<file path="config.mk">
export PLATFORM = sky130hd
export DESIGN_NAME = pushbutton_debounce_pulse
export DESIGN_NICKNAME = d
export VERILOG_FILES = /design/src/rtl/wrp_seq_pkg.sv /design/src/rtl/sync_ff_chain.sv /design/src/rtl/pushbutton_debounce_pulse.sv
export SDC_FILE = /design/constraint.sdc
export NUM_CORES = 1
export LEC_CHECK = 0
export ABC_CLOCK_PERIOD_IN_PS = 2600
export CORE_AREA = 4 4 41 43
export CTS_CLUSTER_DIAMETER = 30
export DETAILED_ROUTE_END_ITERATION = 10
export DIE_AREA = 0 0 45 47
export GPL_TIMING_DRIVEN = 0
export PLACE_DENSITY = 0.57
export SLEW_MARGIN = 10
export SYNTH_ARGS = -nofsm -noshare
export SYNTH_HDL_FRONTEND = slang
export SYNTH_SLANG_ARGS = --single-unit
</file>
<file path="constraint.sdc">
create_clock -name input_clock1_clk_1 -period 2.6 [get_ports input_clock1_clk_1]
set_clock_uncertainty 0.2 [all_clocks]
set_input_delay 0.39 -clock input_clock1_clk_1 [delete_from_list [all_inputs] [get_ports input_clock1_clk_1]]
set_output_delay 0.39 -clock input_clock1_clk_1 [all_outputs]
set_load 0.01 [all_outputs]
</file>
<file path="src/rtl/wrp_seq_pkg.sv">
// Shared sequencing definitions for the push-button conditioning chain:
// FSM state encoding and default debounce/synchronizer settings.
package wrp_seq_pkg;

   typedef logic [1:0] seq_state_t;

   localparam seq_state_t ST_IDLE_LO = 2'd0;
   localparam seq_state_t ST_WAIT_HI = 2'd1;
   localparam seq_state_t ST_IDLE_HI = 2'd2;
   localparam seq_state_t ST_WAIT_LO = 2'd3;

   localparam int DEBOUNCE_CYCLES_DEF = 16;
   localparam int SYNC_STAGES_DEF     = 2;

endpackage

</file>
<file path="src/rtl/sync_ff_chain.sv">
// Multi-flop synchronizer for an asynchronous single-bit input; STAGES must be 2..4.
module sync_ff_chain #(
   parameter int STAGES = 2
) (
   input  logic clk_sys,
   input  logic rst_b,
   input  logic d,
   output logic q
);

   logic [STAGES-1:0] sync_q;
   logic [STAGES-1:0] sync_d;

   always_comb begin
      sync_d = {sync_q[STAGES-2:0], d};
   end

   always_ff @(posedge clk_sys or negedge rst_b) begin
      if (!rst_b) begin
         sync_q <= '0;
      end else begin
         sync_q <= sync_d;
      end
   end

   assign q = sync_q[STAGES-1];

endmodule

</file>
<file path="src/rtl/pushbutton_debounce_pulse.sv">
// Debounces a raw push-button and emits a one-cycle toggle pulse per accepted press
// (and optionally per accepted release), plus the debounced level and a busy flag.
//
//   state      | meaning
//   -----------+------------------------------------------------------------
//   ST_IDLE_LO | button stable released, level = 0
//   ST_WAIT_HI | qualifying a press, counting identical high samples
//   ST_IDLE_HI | button stable pressed, level = 1
//   ST_WAIT_LO | qualifying a release, counting identical low samples
module pushbutton_debounce_pulse
   import wrp_seq_pkg::*;
#(
   parameter int SYNC_STAGES      = SYNC_STAGES_DEF,
   parameter int DEBOUNCE_CYCLES  = DEBOUNCE_CYCLES_DEF,
   parameter bit PULSE_ON_RELEASE = 1'b0
) (
   input  logic input_clock1_clk_1,
   input  logic input_input_switch2__rst_n_2,
   input  logic input_push_button3_btn_3,
   output logic output_led1_t_pulse_4,
   output logic output_led2_level_5,
   output logic output_led3_busy_6
);

   localparam int CNT_W = $clog2(DEBOUNCE_CYCLES + 1);
   // Down-counter: entering WAIT counts as the first matching sample, so the
   // remaining samples before terminal count are DEBOUNCE_CYCLES-2.
   localparam logic [CNT_W-1:0] CNT_LOAD = CNT_W'(DEBOUNCE_CYCLES - 2);

   logic             btn_s;
   seq_state_t       state_q;
   seq_state_t       state_d;
   logic [CNT_W-1:0] cnt_q;
   logic [CNT_W-1:0] cnt_d;
   logic             level_q;
   logic             level_d;
   logic             pulse_q;
   logic             pulse_d;
   logic             busy;

   sync_ff_chain #(
      .STAGES (SYNC_STAGES)
   ) u_sync_btn (
      .clk_sys (input_clock1_clk_1),
      .rst_b   (input_input_switch2__rst_n_2),
      .d       (input_push_button3_btn_3),
      .q       (btn_s)
   );

   always_ff @(posedge input_clock1_clk_1 or negedge input_input_switch2__rst_n_2) begin
      if (!input_input_switch2__rst_n_2) begin
         state_q <= ST_IDLE_LO;
         cnt_q   <= '0;
         level_q <= 1'b0;
         pulse_q <= 1'b0;
      end else begin
         state_q <= state_d;
         cnt_q   <= cnt_d;
         level_q <= level_d;
         pulse_q <= pulse_d;
      end
   end

   always_comb begin
      state_d = state_q;
      cnt_d   = cnt_q;
      case (state_q)
         ST_IDLE_LO: begin
            if (btn_s) begin
               state_d = ST_WAIT_HI;
               cnt_d   = CNT_LOAD;
            end
         end
         ST_WAIT_HI: begin
            if (!btn_s) begin
               state_d = ST_IDLE_LO;
               cnt_d   = '0;
            end else if (cnt_q == '0) begin
               state_d = ST_IDLE_HI;
               cnt_d   = '0;
            end else begin
               cnt_d = cnt_q - CNT_W'(1);
            end
         end
         ST_IDLE_HI: begin
            if (!btn_s) begin
               state_d = ST_WAIT_LO;
               cnt_d   = CNT_LOAD;
            end
         end
         ST_WAIT_LO: begin
            if (btn_s) begin
               state_d = ST_IDLE_HI;
               cnt_d   = '0;
            end else if (cnt_q == '0) begin
               state_d = ST_IDLE_LO;
               cnt_d   = '0;
            end else begin
               cnt_d = cnt_q - CNT_W'(1);
            end
         end
         default: begin
            state_d = ST_IDLE_LO;
            cnt_d   = '0;
         end
      endcase
   end

   // Level tracks the last accepted stable value, so it holds through WAIT_* states.
   always_comb begin
      busy    = (state_q == ST_WAIT_HI) || (state_q == ST_WAIT_LO);
      level_d = (state_d == ST_IDLE_HI) || (state_d == ST_WAIT_LO);
      pulse_d = ((state_q == ST_WAIT_HI) && (state_d == ST_IDLE_HI))
             || (PULSE_ON_RELEASE && (state_q == ST_WAIT_LO) && (state_d == ST_IDLE_LO));
   end

   assign output_led1_t_pulse_4 = pulse_q;
   assign output_led2_level_5   = level_q;
   assign output_led3_busy_6    = busy;

endmodule

</file>
==> results by group <==
Power and ir drop
  • Clock network power share: 0.195
  • P_int: 0.457 mW
  • Total design power: 0.712 mW
  • Logic gate share of total power: 0.445
  • Cell Pwr Density: 1230 mW/mm²
  • Leak Pwr: 0.260 nW
  • Reg power frac: 0.360
  • Maximum vdd ir drop: 424 µV
  • Switching power of the nets: 0.255 mW
  • Switch share: 0.358

Worst setup path
  • Reg2reg start: cnt_q[0]$_DFFE_PN0P_
  • Top delay family on crit path: buffers and inverters
  • Setup CP Type: flip-flop to primary output
  • Setup crit start: state_q[0]$_DFF_PN0_
  • R2R cell count: 5
  • CP endpoint: output_led3_busy_6
  • WP data required: 2010 ps
  • Reg-to-reg slack, setup: 690 ps
  • CP cell instances: buf_2, clkbuf_1, clkdlybuf4s50_1
  • CP arrival: 1420 ps
  • CP startpoint kind: flip-flop
  • Worst path max stage delay: 520 ps
  • Stages on the worst setup path: 3
  • RR Endpoint: output_led2_level_5$_DFF_PN0_
  • Slowest CP cell: clkdlybuf4s50_1
  • Worst Path Buf+Inv: 3
  • Crit Path Max Fanout: 10
  • Setup crit end kind: primary output

STA
  • Hold Fails Final Rpt: 0
  • Worst hold slack: 180 ps
  • Setup TNS Final: 0 ps
  • Fmax: 498 MHz
  • Fin crit period: 2010 ps
  • Slew @ Worst Pin: 554 ps
  • Count of pins over their slew limit: 0
  • Final setup fails: 0
  • Slew headroom: 0.628
  • Unrepaired setup endpoints after global routing: false
  • Setup ws final: 590 ps
  • Final worst-path cycle share: 0.773

Die
  • Core area: 0.00130 mm²
  • Initial Util: 0.365
  • Row Count: 13
  • Die H: 47 µm
  • Die area: 0.00212 mm²
  • Die W: 45 µm
  • IO Count: 6

Synth
  • Yosys warns: 0
  • Synth area leader: dfrtp_1
  • Synth Cell Area: 475 µm²
  • Sequential area share after synthesis: 0.526
  • Post-synth top area share: 0.526
  • Synth Instances: 40
  • #FFs+latches synth: 10
  • Average size of a mapped cell: 11.9 µm²
  • Synth cell types: 25
  • Synth Net Count: 44
  • Synth top area cells: dfrtp_1 53%, mux2_4 3.2%, nor4b_2 3.2%

Cells and area
  • N_diodes: 0
  • # fillers: 132
  • Final Util: 0.446
  • Non-Filler Instances: 64
  • Share of cells above drive strength 1: 0.224
  • Commonest non-fill, non-tap cell in the layout: dfrtp_1
  • P&R area growth vs syn: 22.1%
  • Commonest cells after routing, fill and taps aside: 10 x dfrtp_1, 5 x clkdlybuf4s50_1, 3 x inv_1, 3 x clkbuf_4
  • Design Area, Final: 581 µm²
  • Fin nets: 54

Clocking
  • # clock sinks: 10
  • Clock Tree Root: clkbuf_4
  • CTS Buf Count: 3
  • Postcts setup bufs: 0
  • Worst-path clk slew: 70 ps
  • CTS tree: built
  • CTS H-Tree Depth: 1
  • Deepest clock path buffer count: 2
  • Hold-fix buffers at CTS: 0
  • Resize count post-CTS: 0
  • Clock Latency Late Sink: 260 ps

Placement
  • I/O Buffers: 5
  • Setup Slack @ Placement: 711 ps
  • Final GP Congestion: 0.743
  • Detailed Place HPWL: 708 µm
  • Dpl cells: 60
  • Placed cell area: 544 µm²

Global routing
  • First-pass GRT wire length: 1570 µm
  • Largest net degree at the start of global routing: 11
  • Gr busiest metal: met2
  • GR Util met2: 0.195
  • Vias in the first global route: 367
  • Tot GR Track Use: 0.111
  • GR Util met1: 0.109
  • Total gr overflow: 0
  • Initial antenna violation count: 0
  • Met3 capacity usage during global routing: 0.0460

Route
  • Routed Antenna Nets: 0
  • DR pass1 iterations: 2
  • Routed vias/inst: 5.23
  • Via count: 335
  • DRC violation total after the first TritonRoute iteration: 4
  • # DRC: 0
  • Average wire per standard cell: 14.2 µm
  • Final WL: 910 µm

Outcome
  • Status: finished clean

Flow run
  • Max Cap Violations: 0

Worst hold path
  • Hold Path Class: flip-flop to flip-flop
[kinds of logic (layout without fill, tap and decap cells)]
kind of cell	count (synthesis)	after routing	synth area share
multiplexers	1	1	0.0316
adder cells (fa/ha/maj)	1	1	0.0263
buffers and inverters	5	14	0.0421
AND/OR/NAND/NOR	11	11	0.179
XOR/XNOR	2	2	0.0368
flip-flops	10	10	0.526
AO/OA/AOI/OAI	10	10	0.158
[routing by layer]
metal / vias up / part of all wire
li1: 159 / -
met1: 166 / 0.39
met2: 8 / 0.55
met3: 2 / 0.046
met4: 0 / 0.012
met5: - / 0
[cell type report]
type	instances	area (µm²)	area share
Clock buffer	4	36.3	0.0625
Buffer	2	8.76	0.0151
Inverter	3	11.3	0.0194
Multi-Input combinational cell	25	205	0.353
Tap cell	15	18.8	0.0323
Sequential cell	10	250	0.431
Timing Repair Buffer	5	50.0	0.0862
[synth_stat cells]
cell type and number:
clkbuf_1 1, o21ai_0 2, dfrtp_1 10, nor4_1 1, nor2_1 2, o31a_1 1
or4b_4 1, a21oi_1 2, a22o_2 1, or3_2 1, xor2_1 1, a311o_1 1
o211a_1 1, xnor2_1 1, inv_1 3, nand2_1 2, buf_2 1, nand2b_4 1
nor3b_1 1, o21a_1 1, ha_1 1, o32ai_1 1, and2_1 1, mux2_4 1
nor4b_2 1
[state kept, by name, summed over array words and instances, names as in the netlist]
| name | count |
|---|---|
| output_led1_t_pulse_4 | 1 |
| u_sync_btn.sync_q | 2 |
| cnt_q | 5 |
| output_led2_level_5 | 1 |
| state_q | 1 |
[power groups by stage]
| stage | sequential (mW) | combinational (mW) | clock (mW) |
|---|---|---|---|
| floorplan | 0.250 | 0.229 | 0 |
| global placement | 0.252 | 0.297 | 0 |
| detailed placement | 0.261 | 0.314 | 0 |
| CTS | 0.257 | 0.317 | 0.144 |
| global route | 0.266 | 0.350 | 0.150 |
| finish | 0.257 | 0.317 | 0.139 |
[how the worst min path moves through the flow]
stage	end	cells past startpoint	startpoint
detailed placement	u_sync_btn.sync_q[1]$_DFF_PN0_	0	u_sync_btn.sync_q[0]$_DFF_PN0_
floorplan	cnt_q[0]$_DFFE_PN0P_	0	input_input_switch2__rst_n_2
global placement	u_sync_btn.sync_q[1]$_DFF_PN0_	0	u_sync_btn.sync_q[0]$_DFF_PN0_
global route	u_sync_btn.sync_q[1]$_DFF_PN0_	0	u_sync_btn.sync_q[0]$_DFF_PN0_
finish	u_sync_btn.sync_q[1]$_DFF_PN0_	0	u_sync_btn.sync_q[0]$_DFF_PN0_
CTS	u_sync_btn.sync_q[1]$_DFF_PN0_	0	u_sync_btn.sync_q[0]$_DFF_PN0_
(Power assumes the default switching activity.)
